### config.mk
export PLATFORM = sky130hd
export DESIGN_NAME = chunked_tree_add_seq
export DESIGN_NICKNAME = d
export VERILOG_FILES = /design/src/rtl/chunked_tree_add_seq.sv
export SDC_FILE = /design/constraint.sdc
export NUM_CORES = 1
export LEC_CHECK = 0
export ABC_AREA = 1
export BUFFER_PORTS_ARGS = -buffer_cell sky130_fd_sc_hd__buf_4
export CELL_PAD_IN_SITES_DETAIL_PLACEMENT = 1
export CELL_PAD_IN_SITES_GLOBAL_PLACEMENT = 2
export CORE_MARGIN = 2
export CORE_UTILIZATION = 27
export DETAILED_ROUTE_END_ITERATION = 10
export PLACE_DENSITY_LB_ADDON = 0.08
export SYNTH_ARGS = -nofsm -noshare
export SYNTH_HDL_FRONTEND = slang
export SYNTH_SLANG_ARGS = --single-unit
### constraint.sdc
create_clock -name clk -period 8.8 [get_ports clk]
set_input_delay 1.76 -clock clk [delete_from_list [all_inputs] [get_ports clk]]
set_output_delay 1.76 -clock clk [all_outputs]
set_load 0.1 [all_outputs]
### src/rtl/chunked_tree_add_seq.sv
// Multi-cycle wide adder: one CHUNK-bit black-cell slice per cycle,
// inter-slice carry and group G/P accumulated in registers.
module chunked_tree_add_seq #(
  parameter int WIDTH = 32,
  parameter int CHUNK = 8
) (
  input  logic             clk,
  input  logic             rst,
  input  logic             in_valid,
  output logic             in_ready,
  input  logic [WIDTH-1:0] a,
  input  logic [WIDTH-1:0] b,
  input  logic             cin,
  output logic             out_valid,
  input  logic             out_ready,
  output logic [WIDTH-1:0] sum,
  output logic             cout,
  output logic             group_generate,
  output logic             group_propagate,
  output logic             busy
);

  localparam int CSAFE  = (CHUNK < 1) ? 1 : CHUNK;
  localparam int NCHUNK = WIDTH / CSAFE;
  localparam int KW     = (NCHUNK > 1) ? $clog2(NCHUNK) : 1;

  generate
    if ((CHUNK < 1) || ((WIDTH % CSAFE) != 0)) begin : g_bad_cfg
      $error("chunked_tree_add_seq: CHUNK must be >= 1 and divide WIDTH");
    end
  endgenerate

  typedef enum logic [1:0] {
    S_IDLE,
    S_RUN,
    S_DONE
  } state_e;

  state_e state_q, state_d;

  logic [WIDTH-1:0] a_q, a_d;
  logic [WIDTH-1:0] b_q, b_d;
  logic [WIDTH-1:0] shadow_q, shadow_d;
  logic [WIDTH-1:0] sum_q, sum_d;
  logic [KW-1:0]    k_q, k_d;
  logic             carry_q, carry_d;
  logic             gacc_q, gacc_d;
  logic             pacc_q, pacc_d;
  logic             cout_q, cout_d;
  logic             gg_q, gg_d;
  logic             gp_q, gp_d;

  // Slice datapath: operands are shifted down so the live slice is at LSB
  logic [CHUNK-1:0] sl_a, sl_b, sl_g, sl_p, sl_sum;
  logic             c_int;
  logic             sl_gk;
  logic             sl_pk;

  always_comb begin
    sl_a   = a_q[CHUNK-1:0];
    sl_b   = b_q[CHUNK-1:0];
    sl_g   = sl_a & sl_b;
    sl_p   = sl_a ^ sl_b;
    c_int  = carry_q;
    sl_gk  = 1'b0;
    sl_pk  = 1'b1;
    sl_sum = '0;
    for (int i = 0; i < CHUNK; i++) begin
      sl_sum[i] = sl_p[i] ^ c_int;
      c_int     = sl_g[i] | (sl_p[i] & c_int);
      sl_gk     = sl_g[i] | (sl_p[i] & sl_gk);
      sl_pk     = sl_pk & sl_p[i];
    end
  end

  always_comb begin
    state_d  = state_q;
    a_d      = a_q;
    b_d      = b_q;
    shadow_d = shadow_q;
    sum_d    = sum_q;
    k_d      = k_q;
    carry_d  = carry_q;
    gacc_d   = gacc_q;
    pacc_d   = pacc_q;
    cout_d   = cout_q;
    gg_d     = gg_q;
    gp_d     = gp_q;
    unique case (state_q)
      S_IDLE: begin
        if (in_valid) begin
          a_d     = a;
          b_d     = b;
          carry_d = cin;
          k_d     = '0;
          gacc_d  = 1'b0;
          pacc_d  = 1'b1;
          state_d = S_RUN;
        end
      end
      S_RUN: begin
        a_d      = a_q >> CHUNK;
        b_d      = b_q >> CHUNK;
        shadow_d = (shadow_q >> CHUNK)
                 | (WIDTH'(sl_sum) << (WIDTH - CHUNK));
        carry_d  = sl_gk | (sl_pk & carry_q);
        gacc_d   = sl_gk | (sl_pk & gacc_q);
        pacc_d   = sl_pk & pacc_q;
        if (k_q == KW'(NCHUNK - 1)) begin
          k_d     = '0;
          sum_d   = shadow_d;
          cout_d  = carry_d;
          gg_d    = gacc_d;
          gp_d    = pacc_d;
          state_d = S_DONE;
        end else begin
          k_d = k_q + KW'(1);
        end
      end
      S_DONE: begin
        if (out_ready) begin
          state_d = S_IDLE;
        end
      end
      default: state_d = S_IDLE;
    endcase
  end

  always_ff @(posedge clk) begin
    if (rst) begin
      state_q  <= S_IDLE;
      a_q      <= '0;
      b_q      <= '0;
      shadow_q <= '0;
      sum_q    <= '0;
      k_q      <= '0;
      carry_q  <= 1'b0;
      gacc_q   <= 1'b0;
      pacc_q   <= 1'b1;
      cout_q   <= 1'b0;
      gg_q     <= 1'b0;
      gp_q     <= 1'b0;
    end else begin
      state_q  <= state_d;
      a_q      <= a_d;
      b_q      <= b_d;
      shadow_q <= shadow_d;
      sum_q    <= sum_d;
      k_q      <= k_d;
      carry_q  <= carry_d;
      gacc_q   <= gacc_d;
      pacc_q   <= pacc_d;
      cout_q   <= cout_d;
      gg_q     <= gg_d;
      gp_q     <= gp_d;
    end
  end

  assign in_ready        = (state_q == S_IDLE);
  assign out_valid       = (state_q == S_DONE);
  assign busy            = (state_q != S_IDLE);
  assign sum             = sum_q;
  assign cout            = cout_q;
  assign group_generate  = gg_q;
  assign group_propagate = gp_q;

endmodule

### Yosys cells after proc, flatten, opt, wreduce, memory -nomap -nowiden

Cells that the tools add are included.

* word-level logic and storage cells: 93
* input port bits: 69
* bits in registers: 138

* multiplexer cells: 17
* add/subtract/negate cells: 1
* reduce and logical (&&, ||, !) cells: 6
* equality and inequality tests: 6
* bitwise gates (word level): 51

Operators with widths (count)
* 32-bit one-hot mux with 2 select lines: 2
* 32-bit 2-to-1 mux: 2
* 24-bit by 32-bit OR with 32-bit output: 1
* 1-bit bitwise AND: 24
* 1-bit OR: 16
* 2-bit 2-to-1 mux: 5
* 8-bit bitwise AND: 1
* 1-bit bitwise XOR: 8
* 8-bit bitwise XOR: 1
* 1-bit one-hot mux with 2 select lines: 3
* 2-bit one-hot mux with 3 select lines: 1
* 2-bit equality test, second input constant: 2
* 2-bit != test, second input constant: 2
* 2-bit one-hot mux with 2 select lines: 1
* 2-bit AND reduction: 2
* 2-bit nonzero test: 2
* 1-bit 2-to-1 mux: 3
* 3-bit AND reduction: 1
* 2-bit by 1-bit adder with 2-bit output, second input constant: 1
* 2-bit by 1-bit equality test with 1-bit output, second input constant: 1
* 2-bit zero test: 1
* 2-bit by 1-bit != test with 1-bit output, second input constant: 1

### Depth between registers and ports, before layout

Gate-level depths: netlist (run 1).

* depth in word-level cells: 17
* mapped depth: 12
* gate-level depth less buffers: 12

### Worst setup path after synthesis (run 1)

OpenSTA, ideal clock, no wires.

* kind: flip-flop to output port
* start point: reg state_q[1]
* end point: out busy
* slack: 4446 ps
* data required time: 7040 ps
* arrival: 2594 ps
* cell stages (with the launch flop): 3
* path through: dfxtp_1 -> nor2_1 -> inv_1

* longest elaborated chain between the ends: 1

Ends and longest elaborated chain
* start: declaration: RTL line 39 `state_e state_q, state_d;`
* start signal: assignment: RTL line 144 `state_q <= state_d;`
* 2-bit nonzero test: RTL line 161 `assign busy = (state_q != S_IDLE);`
* end: declaration: RTL line 20 `output logic busy`

No other way between the ends.

### Worst setup path after layout (run 1)

* start point: reg state_q[0]
* end point: reg carry_q

* longest elaborated chain between the ends: 3
* elaborated cells on any way between the ends: 6
* classes of those cells: 2 x eq/ne; 1 x mux; 3 x reduce/logical

Ends and longest elaborated chain
* 2-bit by 1-bit equality test with 1-bit output or 2-bit zero test (tied branches): RTL line 89 `unique case (state_q)`
* 2-bit nonzero test (no source line) or 2-bit != test (tied branches)
* 2-bit AND reduction (no source line)
* end signal: assignment: RTL line 150 `carry_q <= carry_d;`
* end: declaration: RTL line 46 `logic carry_q, carry_d;`

Several ways; a longest one is shown, not always the timed one.
A chain may end at the register's enable or synchronous reset.

==> qor.yml, run 1 <==
status: "finished clean"
row_count: 50
fin_crit_ns: 3.795
ctsResizeCount: 0
area_growth_pct: 29.81
ys_warn_count: 0
grt_pass1_wl_um: 25450
synth_area_leader_cell: "dfxtp_1"
async_flop_share: 0
yosysMostFrequentCell: "dfxtp_1"
htree_levels: 4
clock_path_buffers: 2
hpwl_um: 10440
die_x_um: 141.3
p_int_uw: 1197
drc_errors: 0
initial_core_util: 0.2738
synthSimpleGateAreaFrac: 0.1372
final_nets: 785
drt_first_pass_iters: 5
num_vias: 4639
finalSetupViolations: 0
clkPwrFrac: 0.478
vdd_drop_max_v: 0.0001362
syn-cell-area_um2: 5087
clock_latency_ns: 0.42
synth_top_area_share: 0.5116
core_um2: 18580
cts_setup_buffers: 0
finalHoldViolCount: 0
critical_path_class: "reg2reg"
switching_share: 0.2486
p_comb_frac: 0.110
die_h_um: 141.3
seqPwrFrac: 0.412
grt_overflow: 0
fmax_mhz: 263.5
synth_commonest_cells: "dfxtp_1, nand2_1, a21oi_1"
reg2reg_depth: 9
routed_wl_um: 15640
grt_pass1_vias: 4710
dpl.cell_count: 915
ant_nets: 0
antenna_cells: 0
worst-endpoint-required_ns: 9.16
ios: 107
cts_root_buf: "clkbuf_16"
critPathLaunchType: "flip-flop"
slew_headroom: 0.3471
grt_start_max_net_pins: 99
min_path_type: "reg2reg"
grt_use_total: 0.1640
end_kind: "flip-flop"
cts_hold_buffers: 0
drive_gt1_frac: 0.2051
drt_iter0_drc: 218
io_buffers: 106
syn-mean-instance-area_um2: 8.192
fp.dieArea_um2: 19960
worstPathArrival_ns: 4.16
p_per_area_nw_per_um2: 241.2
synth_cells: 621
vias_per_cell: 4.904
synth_mux_area_frac: 0
finalCritPeriodShare: 0.4313
syn-num-nets: 706
synth-seq-cells: 130
synth-adder-area-share: 0.04968
numClockSinks: 130
cts.clk_slew.worst_paths_ns: 0.06
timing.hold.ws_ns: 0.4600
final_cell_count_no_fill: 946
switchingPower_uw: 396.0
synth_compound_area_frac: 0.2435
yosysSeqAreaShare: 0.5116
wl_per_cell_um: 16.53
synth_cell_types: 27
fin_setup_tns_ns: 0
synth_area_leaders: "dfxtp_1, a21oi_1, nand2_1"
numCtsBuffers: 17
synth_top_family_by_area: "compound AO/OA/AOI/OAI gates"
cts_tree: "done"
drv_slew: 0
place.gp.congestion: 0.7419
max_cap_viol_count: 0
hold_depth: 1
synth-xor-area-share: 0.001722
rsz0062_at_grt: "false"
worstMarginPinSlew_ns: 0.9793
path_max_fanout: 98
synth_edf_count: 0
finClkSkew_ns: 0.006009
antenna_found_initial: 0
synth_ff_type: "dfxtp_1"
leakagePower_uw: 0.002711
==> state kept, by name, indices dropped and copies added, names as in the netlist, 2 cells and up <==
name and flops:
a_q 32, b_q 32, k_q 2, shadow_q 24
state_q 2, sum 32
==> final timing paths <==
kind / startpoint / to / slack [ns]
min reg2reg: k_q[0]$_SDFFE_PP0P_ / k_q[0]$_SDFFE_PP0P_ / 0.46
min: k_q[0]$_SDFFE_PP0P_ / k_q[0]$_SDFFE_PP0P_ / 0.46
max: state_q[0]$_SDFFE_PP0P_ / carry_q$_SDFFE_PP0P_ / 5.00
max reg2reg: state_q[0]$_SDFFE_PP0P_ / carry_q$_SDFFE_PP0P_ / 5.00
==> routing by layer <==
metal	routed length, um	vias to the layer above	track usage
met5	0	-	0
met4	212	0	0.06158
met3	566	17	0.03645
met2	7160	80	0.2591
met1	7702	2255	0.2202
li1	-	2287	-
==> placed cells by master, fill, tap and decap left out, types with 2 or more instances in the layout <==
cell type / instances
dfxtp_1: 130
nand2_1: 111
buf_4: 108
a21oi_1: 105
o21ai_0: 78
nor2_1: 56
o22ai_1: 48
clkbuf_16: 17
inv_1: 11
ha_1: 9
fa_1: 7
bufinv_16: 4
clkbuf_8: 4
inv_2: 3
nand3_1: 3
clkinvlp_4: 3
nand4_1: 2
clkinv_2: 2
==> power by group through the flow <==
stage | logic, uW | clock network (uW) | registers (uW)
after CTS | 179 | 782 | 657
after global placement | 174 | 0 | 669
after floorplan | 115 | 0 | 659
after global routing | 198 | 813 | 662
final | 175 | 761 | 656
after detailed placement | 178 | 0 | 669
==> metrics by stage <==
stage	setup WS [ns]	area, um^2	total power (uW)	util
finish	5.005	6604	1593	0.3554
global route	4.590	6604	1673	0.3554
CTS	4.932	6604	1618	0.3554
detailed placement	4.778	5967	847.6	0.3211
global placement	4.829	5967	842.2	0.3211
floorplan	4.446	5087	774.3	-
==> worst max-delay path: stages (launching register included) <==
cell	delay, ns
dfxtp_1	0.42
inv_2	0.38
nor2_8	0.50
buf_4	0.55
inv_4	0.25
nand2_4	0.72
inv_2	0.40
a21oi_1	0.23
o31ai_1	0.09
nor2_1	0.11
==> final cells by class <==
cell class	instances	area (um^2)
Tap cell	234	292.8
Sequential cell	130	2603
Fill cell	2204	11980
Clock inverter	9	152.6
Clock buffer	22	484.2
Multi-Input combinational cell	427	2198
Timing Repair Buffer	108	810.8
Inverter	16	62.56
==> cell families (layout without fill, tap and decap cells) <==
group | count (synthesis) | after routing
xor gates and xnor gates | 1 | 1
adders and majority gates | 16 | 16
and+or+nand+nor | 176 | 176
DFF | 130 | 130
buffers and inverters | 64 | 155
AOI/OAI and AO/OA | 234 | 234
(Power assumes the default switching activity.)
==> run 2: changes to the inputs <==
==> constraint.sdc (replaced) <==
create_clock -name clk -period 3.4 [get_ports clk]
set_input_delay 0.68 -clock clk [delete_from_list [all_inputs] [get_ports clk]]
set_output_delay 0.68 -clock clk [all_outputs]
set_load 0.1 [all_outputs]
==> qor.yml, run 2 (synthesis results as in run 1) <==
antenna_found_initial: 0
fin_crit_ns: 3.270
grt_start_max_net_pins: 77
drc_errors: 0
path_max_fanout: 2
status: "finished clean"
min_from: "k_q[0]$_SDFFE_PP0P_"
finalSetupViolations: 0
total_power_uw: 4055
area_growth_pct: 30.25
drt_first_pass_iters: 4
cts_root_buf: "clkbuf_16"
postPlaceCellArea_um2: 6012
worstMarginPinSlew_ns: 0.8916
row_count: 50
finalCritPeriodShare: 0.9618
wl_per_cell_um: 16.93
grt_pass1_wl_um: 26230
p_per_area_nw_per_um2: 611.9
routed_wl_um: 16110
clock_latency_ns: 0.42
min_path_type: "reg2reg"
final_nets: 791
die_h_um: 141.3
drv_slew: 0
fp.dieArea_um2: 19960
p_int_uw: 3013
switchingPower_uw: 1042
drive_gt1_frac: 0.2159
final_cell_area_um2: 6626
hpwl_um: 10550
die_x_um: 141.3
io_buffers: 106
numCtsBuffers: 17
switching_share: 0.2569
clkPwrFrac: 0.467
final_cell_count_no_fill: 952
drt_iter0_drc: 236
cts.clk_slew.worst_paths_ns: 0.06
end_kind: "flip-flop"
worstPathArrival_ns: 3.61
ant_nets: 0
finalHoldViolCount: 0
slew_headroom: 0.4049
worst-endpoint-required_ns: 3.74
dpl.cell_count: 921
crit_start: "carry_q$_SDFFE_PP0P_"
cts_hold_buffers: 0
final_common_cell: "dfxtp_1"
cts_tree: "done"
grt_pass1_vias: 4898
place.gp.congestion: 0.7436
num_vias: 4609
antenna_cells: 0
numClockSinks: 130
seqPwrFrac: 0.418
p_comb_frac: 0.115
leakagePower_uw: 0.002724
htree_levels: 4
grt_overflow: 0
vias_per_cell: 4.841
clock_path_buffers: 2
ios: 107
finClkSkew_ns: 0.01299
vdd_drop_max_v: 0.0003429
max_cap_viol_count: 0
critPathLaunchType: "flip-flop"
core_um2: 18580
critical_path_class: "reg2reg"
final_cell_mix: "dfxtp_1, buf_4, nand2_1"
initial_core_util: 0.2738
grt_use_total: 0.1685
reg2reg_from: "carry_q$_SDFFE_PP0P_"
rsz0062_at_grt: "false"
fmax_mhz: 305.8
## run 2: layer usage
metal,share of wire,global-route usage,vias to the layer above
met1,0.48,0.2211,2233
met5,0,0,-
met3,0.028,0.03577,11
li1,-,-,2294
met2,0.48,0.2790,71
met4,0.012,0.05158,0
## run 2: worst max-delay path, cell delays in order (launching register included)
cell	delay [ns]
dfxtp_1	0.32
inv_1	0.08
fa_1	0.16
inv_1	0.05
fa_1	0.38
fa_2	0.36
fa_2	0.36
fa_2	0.35
fa_2	0.34
fa_1	0.38
xor2_1	0.18
nand2_1	0.07
a21oi_1	0.16
## run 2: repair_timing
action                                  4_1_cts  5_1_grt
setup buffers                                 0        0
resized for setup                             2        2
endpoints found under the setup margin        2        3
pin swaps                                     0        1
## run 2: stage by stage
stage	TNS [ns]	setup slack [ns]	hold slack (ns)	util
after detailed placement	-0.03372	-0.03372	0.4568	0.3236
final	0	0.1298	0.4619	0.3566
after CTS	0	0.04029	0.4645	0.3564
after global placement	0	0.0007456	0.4397	0.3236
after floorplan	0	0.1261	0.4289	-
after global routing	0	0.02355	0.4874	0.3566
## run 2: path summary, 6_finish.rpt
| kind | slack, ns | endpoint | cells past startpoint |
|---|---|---|---|
| worst max-delay path | 0.13 | sum[31]$_SDFFE_PP0P_ | 12 |
| worst min-delay path | 0.46 | k_q[0]$_SDFFE_PP0P_ | 1 |
| worst max register to register | 0.13 | sum[31]$_SDFFE_PP0P_ | 12 |
| worst min register to register | 0.46 | k_q[0]$_SDFFE_PP0P_ | 1 |
## run 2: power by group through the flow
stage                     combinational, uW  clock (uW)  sequential (uW)
after floorplan                         297           0             1710
after global placement                  462           0             1720
after detailed placement                471           0             1730
after CTS                               476        1940             1690
after global routing                    529        2010             1710
final                                   467        1890             1690
## run 2: area by class of cell
cell class,count,area [um^2]
tap,234,292.8
sequential,130,2603
inverter,16,62.56
fill,2210,11950
multi-input combinational,427,2208
clock inverter,9,130.1
timing repair buffer,114,855.8
clock buffer,22,474.2
==> run 3: changes to the inputs <==
--- a/config.mk
+++ b/config.mk
@@ -12,7 +12,7 @@
 export CORE_MARGIN = 2
 export CORE_UTILIZATION = 27
 export DETAILED_ROUTE_END_ITERATION = 10
-export PLACE_DENSITY_LB_ADDON = 0.08
+export PLACE_DENSITY = 0.76
 export SYNTH_ARGS = -nofsm -noshare
 export SYNTH_HDL_FRONTEND = slang
 export SYNTH_SLANG_ARGS = --single-unit
==> constraint.sdc (replaced) <==
create_clock -name clk -period 2.85 [get_ports clk]
set_input_delay 0.57 -clock clk [delete_from_list [all_inputs] [get_ports clk]]
set_output_delay 0.57 -clock clk [all_outputs]
set_load 0.1 [all_outputs]
==> qor.yml, run 3 (synthesis results as in run 1) <==
reg2reg_from: "a_q[0]$_SDFFE_PP0P_"
final_cell_mix: "dfxtp_1, buf_4, nand2_1"
cts.clk_slew.worst_paths_ns: 0.06
end_kind: "flip-flop"
row_count: 50
top_layer_used: "met4"
clock_path_buffers: 2
fmax_mhz: 311.9
worstPathArrival_ns: 3.55
cts_root_buf: "clkbuf_16"
slew_headroom: 0.6112
switchingPower_uw: 1197
utilization: 0.3582
final_cell_count_no_fill: 959
htree_levels: 4
antenna_found_initial: 0
finClkSkew_ns: 0.006221
wl_met1_um: 7274
critPathLaunchType: "flip-flop"
area_growth_pct: 30.82
grt_pass1_wl_um: 25470
numCtsBuffers: 17
min_path_type: "in2reg"
place.gp.congestion: 0.7619
final_nets: 797
clock_latency_ns: 0.42
ios: 107
grt_use_total: 0.1620
initial_core_util: 0.2738
hpwl_um: 10770
drt_first_pass_iters: 4
final_common_cell: "dfxtp_1"
leakagePower_uw: 0.002730
status: "finished with violations"
rsz0062_at_grt: "true"
vias_per_cell: 4.857
final_cell_area_um2: 6655
finalSetupViolations: 5
wl_per_cell_um: 16.19
setup_ws_ns: -0.3566
clkPwrFrac: 0.442
grt_start_max_net_pins: 73
cts_hold_buffers: 0
cts_tree: "done"
violations: "setup timing"
fp.dieArea_um2: 19960
fin_crit_ns: 3.207
critical_path_class: "reg2reg"
p_int_uw: 3461
finalCritPeriodShare: 1.125
worstMarginPinSlew_ns: 0.5832
seqPwrFrac: 0.435
met3_wirelength_um: 576
grt_pass1_vias: 4995
num_vias: 4658
drc_errors: 0
min_from: "a[29]"
die_h_um: 141.3
die_x_um: 141.3
dpl.cell_count: 926
routed_wl_um: 15520
grt_overflow: 0
drive_gt1_frac: 0.2345
core_um2: 18580
max_cap_viol_count: 0
path_max_fanout: 2
ant_nets: 0
p_comb_frac: 0.123
drt_iter0_drc: 210
drv_slew: 0
fill_cells: 2167
route.met2.wl_um: 7345
numClockSinks: 130
postPlaceCellArea_um2: 6080
vdd_drop_max_v: 0.0004872
crit_start: "a_q[0]$_SDFFE_PP0P_"
p_per_area_nw_per_um2: 700.0
switching_share: 0.2571
worst-endpoint-required_ns: 3.20
io_buffers: 106
antenna_cells: 0
finalHoldViolCount: 0
==> run 3: timing repair <==
item	CTS	global route
resized for setup	8	1
setup endpoints to repair	5	6
buffers inserted	1	0
pin swaps	2	4
==> run 3: path summary, 6_finish.rpt <==
| path | endpoint | slack [ns] | cells after the start |
|---|---|---|---|
| hold reg to reg | sum[0]$_SDFFE_PP0P_ | 0.46 | 2 |
| setup / recovery | sum[30]$_SDFFE_PP0P_ | -0.36 | 11 |
| setup reg to reg | sum[30]$_SDFFE_PP0P_ | -0.36 | 11 |
| hold / removal | a_q[29]$_SDFFE_PP0P_ | 0.41 | 3 |
==> run 3: power groups by stage <==
stage | registers (uW) | clock network, uW | logic (uW)
2_1_floorplan | 2040 | 0 | 358
3_3_place_gp | 2060 | 0 | 547
3_5_place_dp | 2060 | 0 | 566
4_1_cts | 2030 | 2110 | 578
5_1_grt | 2040 | 2190 | 645
6_report | 2020 | 2060 | 574
==> run 3: layout make-up <==
type                    count  area, um^2  share of cell area
flip-flops and latches    130        2605              0.3914
repair buffers            120       913.4              0.1372
clock inverters             5       50.05            0.007520
clock buffers              27       503.0             0.07558
inverters                  16       62.56            0.009400
well taps                 234       292.8             0.04399
multi-input cells         427        2228              0.3348
==> run 3: critical path, stage by stage (launching register included) <==
cell     delay [ns]
dfxtp_2        0.32
inv_2          0.06
fa_2           0.20
inv_2          0.04
fa_2           0.34
fa_2           0.37
fa_2           0.37
fa_2           0.35
fa_2           0.35
fa_2           0.54
nand2_1        0.06
a21oi_1        0.14
==> run 3: through the flow <==
stage / setup TNS [ns] / total power (uW) / hold WS [ns] / setup slack [ns]
2_1_floorplan: -0.6952 / 2396 / 0.4289 / -0.1835
3_3_place_gp: -1.116 / 2604 / 0.4444 / -0.3194
3_5_place_dp: -1.383 / 2628 / 0.4610 / -0.3875
4_1_cts: -1.379 / 4710 / 0.3912 / -0.3695
5_1_grt: -1.900 / 4871 / 0.4194 / -0.4880
6_report: -1.303 / 4659 / 0.4129 / -0.3566
==> run 3: routing by layer <==
metal / up-vias / track usage
li1: 2317 / -
met1: 2236 / 0.2063
met2: 87 / 0.2657
met3: 18 / 0.03881
met4: 0 / 0.06421
met5: - / 0
